`src/rtl/multicycle_ctrl_fsm.sv`:
```
// Multi-cycle CPU control unit: IF/ID/EXE/MEM/WB sequencer plus datapath controls.
// Adds a data-memory wait, a sticky halt, an illegal-opcode pulse and a retire counter.
module multicycle_ctrl_fsm #(
  parameter int OPCODE_W = 6,
  parameter int ALUOP_W  = 3,
  parameter int CNT_W    = 32,
  parameter logic [OPCODE_W-1:0] HALT_OP = OPCODE_W'(6'h3F)
) (
  input  logic                CLK,
  input  logic                Reset,
  input  logic [OPCODE_W-1:0] Opcode,
  input  logic                zero,
  input  logic                sign,
  input  logic                mem_ready,
  output logic [2:0]          State,
  output logic                PCWre,
  output logic                IRWre,
  output logic                RegWre,
  output logic                ALUSrcA,
  output logic                ALUSrcB,
  output logic                DBDataSrc,
  output logic                RegDst,
  output logic                ExtSel,
  output logic                InsMemRW,
  output logic                nRD,
  output logic                nWR,
  output logic [1:0]          PCSrc,
  output logic [ALUOP_W-1:0]  ALUOp,
  output logic                halted,
  output logic                illegal,
  output logic [CNT_W-1:0]    retired
);

  typedef enum logic [2:0] {
    S_IF     = 3'b000,
    S_ID     = 3'b001,
    S_EXE_LS = 3'b010,
    S_MEM    = 3'b011,
    S_WB_LD  = 3'b100,
    S_EXE_BR = 3'b101,
    S_EXE_AL = 3'b110,
    S_WB_AL  = 3'b111
  } state_t;

  localparam logic [OPCODE_W-1:0] OP_ADD  = OPCODE_W'(6'b000000);
  localparam logic [OPCODE_W-1:0] OP_SUB  = OPCODE_W'(6'b000001);
  localparam logic [OPCODE_W-1:0] OP_ADDI = OPCODE_W'(6'b000010);
  localparam logic [OPCODE_W-1:0] OP_OR   = OPCODE_W'(6'b010000);
  localparam logic [OPCODE_W-1:0] OP_AND  = OPCODE_W'(6'b010001);
  localparam logic [OPCODE_W-1:0] OP_ORI  = OPCODE_W'(6'b010010);
  localparam logic [OPCODE_W-1:0] OP_SLL  = OPCODE_W'(6'b011000);
  localparam logic [OPCODE_W-1:0] OP_SLT  = OPCODE_W'(6'b100110);
  localparam logic [OPCODE_W-1:0] OP_SLTI = OPCODE_W'(6'b100111);
  localparam logic [OPCODE_W-1:0] OP_SW   = OPCODE_W'(6'b110000);
  localparam logic [OPCODE_W-1:0] OP_LW   = OPCODE_W'(6'b110001);
  localparam logic [OPCODE_W-1:0] OP_BEQ  = OPCODE_W'(6'b110100);
  localparam logic [OPCODE_W-1:0] OP_BNE  = OPCODE_W'(6'b110101);
  localparam logic [OPCODE_W-1:0] OP_BGTZ = OPCODE_W'(6'b110110);
  localparam logic [OPCODE_W-1:0] OP_J    = OPCODE_W'(6'b111000);

  localparam logic [ALUOP_W-1:0] ALU_ADD = ALUOP_W'(3'b000);
  localparam logic [ALUOP_W-1:0] ALU_SUB = ALUOP_W'(3'b001);
  localparam logic [ALUOP_W-1:0] ALU_SLL = ALUOP_W'(3'b010);
  localparam logic [ALUOP_W-1:0] ALU_OR  = ALUOP_W'(3'b011);
  localparam logic [ALUOP_W-1:0] ALU_AND = ALUOP_W'(3'b100);
  localparam logic [ALUOP_W-1:0] ALU_SLT = ALUOP_W'(3'b110);

  state_t           r_state;
  state_t           w_next;
  logic             r_halted;
  logic [CNT_W-1:0] r_retired;

  logic w_add, w_sub, w_addi, w_or, w_and, w_ori;
  logic w_sll, w_slt, w_slti, w_sw, w_lw;
  logic w_beq, w_bne, w_bgtz, w_j, w_halt;
  logic w_rtype, w_alu, w_ls, w_br, w_bad, w_legal;
  logic w_taken, w_immb;

  assign w_add  = (Opcode == OP_ADD);
  assign w_sub  = (Opcode == OP_SUB);
  assign w_addi = (Opcode == OP_ADDI);
  assign w_or   = (Opcode == OP_OR);
  assign w_and  = (Opcode == OP_AND);
  assign w_ori  = (Opcode == OP_ORI);
  assign w_sll  = (Opcode == OP_SLL);
  assign w_slt  = (Opcode == OP_SLT);
  assign w_slti = (Opcode == OP_SLTI);
  assign w_sw   = (Opcode == OP_SW);
  assign w_lw   = (Opcode == OP_LW);
  assign w_beq  = (Opcode == OP_BEQ);
  assign w_bne  = (Opcode == OP_BNE);
  assign w_bgtz = (Opcode == OP_BGTZ);
  assign w_j    = (Opcode == OP_J);
  assign w_halt = (Opcode == HALT_OP);

  assign w_rtype = w_add | w_sub | w_or | w_and | w_sll | w_slt;
  assign w_alu   = w_rtype | w_addi | w_ori | w_slti;
  assign w_ls    = w_sw | w_lw;
  assign w_br    = w_beq | w_bne | w_bgtz;
  assign w_bad   = ~(w_alu | w_ls | w_br | w_j | w_halt);
  assign w_legal = ~w_bad & ~w_halt;
  assign w_immb  = w_addi | w_ori | w_slti | w_ls;

  assign w_taken = (w_beq & zero) | (w_bne & ~zero)
                 | (w_bgtz & ~zero & ~sign);

  always_comb begin
    w_next = r_state;
    if (!r_halted) begin
      unique case (r_state)
        S_IF: w_next = S_ID;
        S_ID: begin
          unique case (1'b1)
            w_alu:   w_next = S_EXE_AL;
            w_ls:    w_next = S_EXE_LS;
            w_br:    w_next = S_EXE_BR;
            w_halt:  w_next = S_ID;
            default: w_next = S_IF;
          endcase
        end
        S_EXE_LS: w_next = S_MEM;
        S_MEM: begin
          if (mem_ready)
            w_next = w_lw ? S_WB_LD : S_IF;
        end
        S_WB_LD:  w_next = S_IF;
        S_EXE_BR: w_next = S_IF;
        S_EXE_AL: w_next = S_WB_AL;
        S_WB_AL:  w_next = S_IF;
        default:  w_next = S_IF;
      endcase
    end
  end

  always_comb begin
    PCWre     = 1'b0;
    IRWre     = 1'b0;
    RegWre    = 1'b0;
    ALUSrcA   = 1'b0;
    ALUSrcB   = 1'b0;
    DBDataSrc = 1'b0;
    RegDst    = 1'b0;
    ExtSel    = 1'b0;
    nRD       = 1'b1;
    nWR       = 1'b1;
    PCSrc     = 2'b00;
    ALUOp     = ALU_ADD;
    illegal   = 1'b0;
    if (!r_halted) begin
      IRWre = (r_state == S_IF);
      // datapath muxes track the opcode from decode until the last cycle
      if (r_state != S_IF) begin
        ALUSrcA   = w_sll;
        ALUSrcB   = w_immb;
        RegDst    = w_rtype;
        DBDataSrc = w_lw;
        ExtSel    = w_legal & ~w_ori;
        unique case (1'b1)
          w_sub | w_br:   ALUOp = ALU_SUB;
          w_sll:          ALUOp = ALU_SLL;
          w_or | w_ori:   ALUOp = ALU_OR;
          w_and:          ALUOp = ALU_AND;
          w_slt | w_slti: ALUOp = ALU_SLT;
          default:        ALUOp = ALU_ADD;
        endcase
      end
      unique case (r_state)
        S_ID: begin
          illegal = w_bad;
          if (w_j) begin
            PCWre = 1'b1;
            PCSrc = 2'b10;
          end else if (w_bad) begin
            PCWre = 1'b1;
          end
        end
        S_MEM: begin
          nRD   = ~w_lw;
          nWR   = ~w_sw;
          PCWre = w_sw & mem_ready;
        end
        S_WB_LD, S_WB_AL: begin
          RegWre = 1'b1;
          PCWre  = 1'b1;
        end
        S_EXE_BR: begin
          PCWre = 1'b1;
          PCSrc = w_taken ? 2'b01 : 2'b00;
        end
        default: ;
      endcase
    end
  end

  always_ff @(posedge CLK or negedge Reset) begin
    if (!Reset) begin
      r_state   <= S_IF;
      r_halted  <= 1'b0;
      r_retired <= '0;
    end else begin
      r_state <= w_next;
      if (r_state == S_ID && w_halt)
        r_halted <= 1'b1;
      if (PCWre && !w_bad)
        r_retired <= r_retired + 1'b1;
    end
  end

  assign State    = r_state;
  assign InsMemRW = 1'b1;
  assign halted   = r_halted;
  assign retired  = r_retired;

endmodule

```
`config.mk`:
```
export PLATFORM = sky130hd
export DESIGN_NAME = multicycle_ctrl_fsm
export DESIGN_NICKNAME = d
export VERILOG_FILES = /design/src/rtl/multicycle_ctrl_fsm.sv
export SDC_FILE = /design/constraint.sdc
export NUM_CORES = 1
export LEC_CHECK = 0
export CORE_MARGIN = 10
export CORE_UTILIZATION = 40
export CTS_BUF_LIST = sky130_fd_sc_hd__clkbuf_16
export DETAILED_ROUTE_END_ITERATION = 16
export PLACE_DENSITY = 0.76
export SYNTH_ARGS = -nofsm -noshare
export SYNTH_HDL_FRONTEND = slang
export SYNTH_SLANG_ARGS = --single-unit
```
`constraint.sdc`:
```
create_clock -name CLK -period 2.5 [get_ports CLK]
set_clock_uncertainty 0.1 [all_clocks]
set_input_delay 0.5 -clock CLK [delete_from_list [all_inputs] [get_ports CLK]]
set_output_delay 0.5 -clock CLK [all_outputs]
set_load 0.05 [all_outputs]
```
==> impl_metrics.json <==
{
  "grt_max_degree": 37,
  "worst_path_max_delay_cell": "a2111o_1",
  "grtUsageTotal_pct": 15.6,
  "gr-total-overflow": 0,
  "end_kind": "output pin",
  "min-delay-start": "retired[31]",
  "min_to": "retired[31]",
  "cts_tree": "built",
  "yosys_warnings": 0,
  "r2r_end": "retired[24]",
  "required_ns": 1.90,
  "synth.top_cell.area_share_pct": 40.1,
  "drc": 0,
  "r2r_slack_ns": 0.24,
  "cts-htree-levels": 2,
  "hold_ws_ns": 0.389,
  "busiest_layer": "met2",
  "cts_hold_buf": 0,
  "synthTopCellsByArea": "dfrtp_1 (40%), xnor2_1 (8.2%), nor2_1 (4.5%)",
  "avgRoutedWirePerCell_um": 16.4,
  "fin_ws_ns": -0.0136,
  "synthFlopType": "dfrtp_1",
  "antennaDiodeCount": 0,
  "outcome": "finished, violations left",
  "die_x_um": 95.0,
  "antenna_found_initial": 0,
  "hold_viol": 0,
  "rr_startpoint": "State[1]",
  "hpwl_um": 5020,
  "synth-seq-area-share_pct": 40.1,
  "synthArstFlopShare_pct": 100,
  "finalInstanceArea_sq_um": 3780,
  "synth_edf_count": 0,
  "ant_nets": 0,
  "rsz0062_at_grt": "true",
  "violations": "negative setup slack",
  "vias": 2271,
  "port_buffers": 62,
  "clk_latency_ns": 0.28,
  "use_met2_pct": 27.3,
  "cts_sinks": 36,
  "synth_area_sq_um": 2250,
  "grt_pass1_wl_um": 11200,
  "hp-class": "reg2reg",
  "grtUsageMet1_pct": 17.0,
  "globalRouteMet3Util_pct": 5.31,
  "power_leakage_nw": 1.64,
  "crit_type": "in2out",
  "drv_slew": 0,
  "synth.most_common_cell": "dfrtp_1",
  "drt-initial-drc-count": 73,
  "core.rowCount": 27,
  "rr_worst_depth": 7,
  "cts_root_buf": "clkbuf_16",
  "synth_common_cells": "dfrtp_1 (36), nor2_1 (27), nand2_1 (23), xnor2_1 (21), nand3_1 (17)",
  "clk_pin_slew_ns": 0.05,
  "final_net_count": 367,
  "setup_violations": 2,
  "io_pins": 64,
  "worstMarginPinSlew_ns": 0.533,
  "cap_violations": 0,
  "period_share_pct": 101,
  "slew_headroom_pct": 64.4,
  "cpMostUsedCell": "buf_4",
  "tns_ns": -0.0263,
  "start_kind": "primary input",
  "syn_area_per_cell_sq_um": 8.96,
  "syn_inst": 251,
  "die_h_um": 95.0,
  "drt_first_pass_iters": 4,
  "wl_um": 7000,
  "cp_cell_sequence": "buf_4 > or2_4 > buf_4 > a2111o_1 > and2_4 > a21oi_4 > buf_12",
  "fp.dieArea_sq_um": 9020,
  "cp.arrival_ns": 1.91,
  "worstSetupStartpoint": "Opcode[1]",
  "slowest_delay_ns": 0.38,
  "grt_pass1_vias": 2299,
  "via_per_inst": 5.31,
  "cts_max_path_buffers": 2,
  "syn-num-nets": 263,
  "start_util_pct": 41.1,
  "placed_cell_area_sq_um": 3420,
  "syn2layout_area_growth_pct": 68.0,
  "synth_cell_types": 50,
  "drive_above_1_share_pct": 34.0,
  "coreArea_sq_um": 5470,
  "ys_ff_latch": 36,
  "fmax_mhz": 398,
  "yosysTopAreaCell": "dfrtp_1",
  "cp_max_fo": 8,
  "gp_congestion": 0.857,
  "power_density_nw_per_um2": 394,
  "ir_drop_mv": 0.326,
  "cts_buffers": 5,
  "holdPathStages": 1,
  "fin_crit_ns": 2.51
}
==> cells by family (layout without fill, tap and decap cells) <==
kind of cell / count (synthesis) / in the layout / share of synthesized area, %
buf+inv: 22 / 127 / 5.40
fa+ha+maj: 1 / 1 / 0.556
mux: 1 / 1 / 0.501
other cells: 1 / 1 / 0.167
flops: 36 / 36 / 40.1
xor+xnor: 32 / 32 / 12.5
simple gates: 122 / 122 / 29.7
compound gates: 36 / 36 / 11.1
==> layout make-up <==
class	instances	area, sq um
Clock buffer	5	125
Clock inverter	3	42.5
Fill cell	421	1700
Inverter	7	26.3
Multi-Input combinational cell	193	1440
Sequential cell	36	903
Tap cell	72	90.1
Timing Repair Buffer	112	1150
==> layout by cell type, fill, tap and decap left out, types with 3 or more instances in the layout <==
cell type        instances
dfrtp_1                 34
nand3_1                 14
o31ai_1                  3
nand2b_1                 4
nand2_1                 20
clkdlybuf4s50_1         38
buf_4                   49
clkbuf_16                5
a21oi_1                 11
nor3_4                   5
buf_6                    6
nor2_1                  25
xor2_1                  11
nand4_1                  8
inv_1                    7
xnor2_1                 21
nor3_2                   5
nor3_1                   5
buf_12                  15
and2_1                   3
and3_1                   5
==> timing repair <==
action	CTS	global route
buffers inserted	6	2
pin swaps	13	9
endpoints found under the setup margin	45	7
resized for setup	52	13
endpoints found under the hold margin	0	0
gates cloned	0	0
==> worst max-delay path by stage <==
stage                      endpoint  slack, ns  depth (start not counted)
final                         PCWre      -0.01                          7
after global routing          PCWre      -0.08                         10
after CTS                    ExtSel      -0.06                          8
after detailed placement      PCWre      -0.54                          8
after global placement        PCWre      -0.54                          8
after floorplan           DBDataSrc      -0.37                          4
==> worst max-delay path: cells and delay by family <==
| kind | cells | cell delay, ns |
|---|---|---|
| AOI/OAI and AO/OA | 2 | 0.54 |
| buffers and inverters | 3 | 0.45 |
| and+or+nand+nor | 2 | 0.42 |
==> layer usage <==
layer	vias up	share of wire, %
met5	-	0
met4	0	2.4
met3	14	7.8
met2	73	50
met1	1094	40
li1	1090	-
==> report_power, final <==
group | leakage [nW] | switching [mW] | total (mW) | internal [mW]
registers | 0.475 | 0.00175 | 0.586 | 0.585
clock network | 0.0798 | 0.246 | 0.714 | 0.468
logic | 1.09 | 0.101 | 0.187 | 0.0853
total | 1.64 | 0.349 | 1.49 | 1.14
==> stage by stage <==
step	util (%)	setup slack [ns]	power (mW)	cells
final	69.0	-0.0136	1.49	428
after global placement	62.4	-0.535	0.742	412
after detailed placement	62.4	-0.538	0.744	412
after global routing	69.0	-0.0827	1.54	428
after CTS	67.7	-0.0553	1.48	426
after floorplan	-	-0.368	0.668	251
==> state kept, by name (all words and copies together), names as in the netlist <==
register	cells
retired	32
State	3
halted	1
Power figures use the tool's default switching activity.
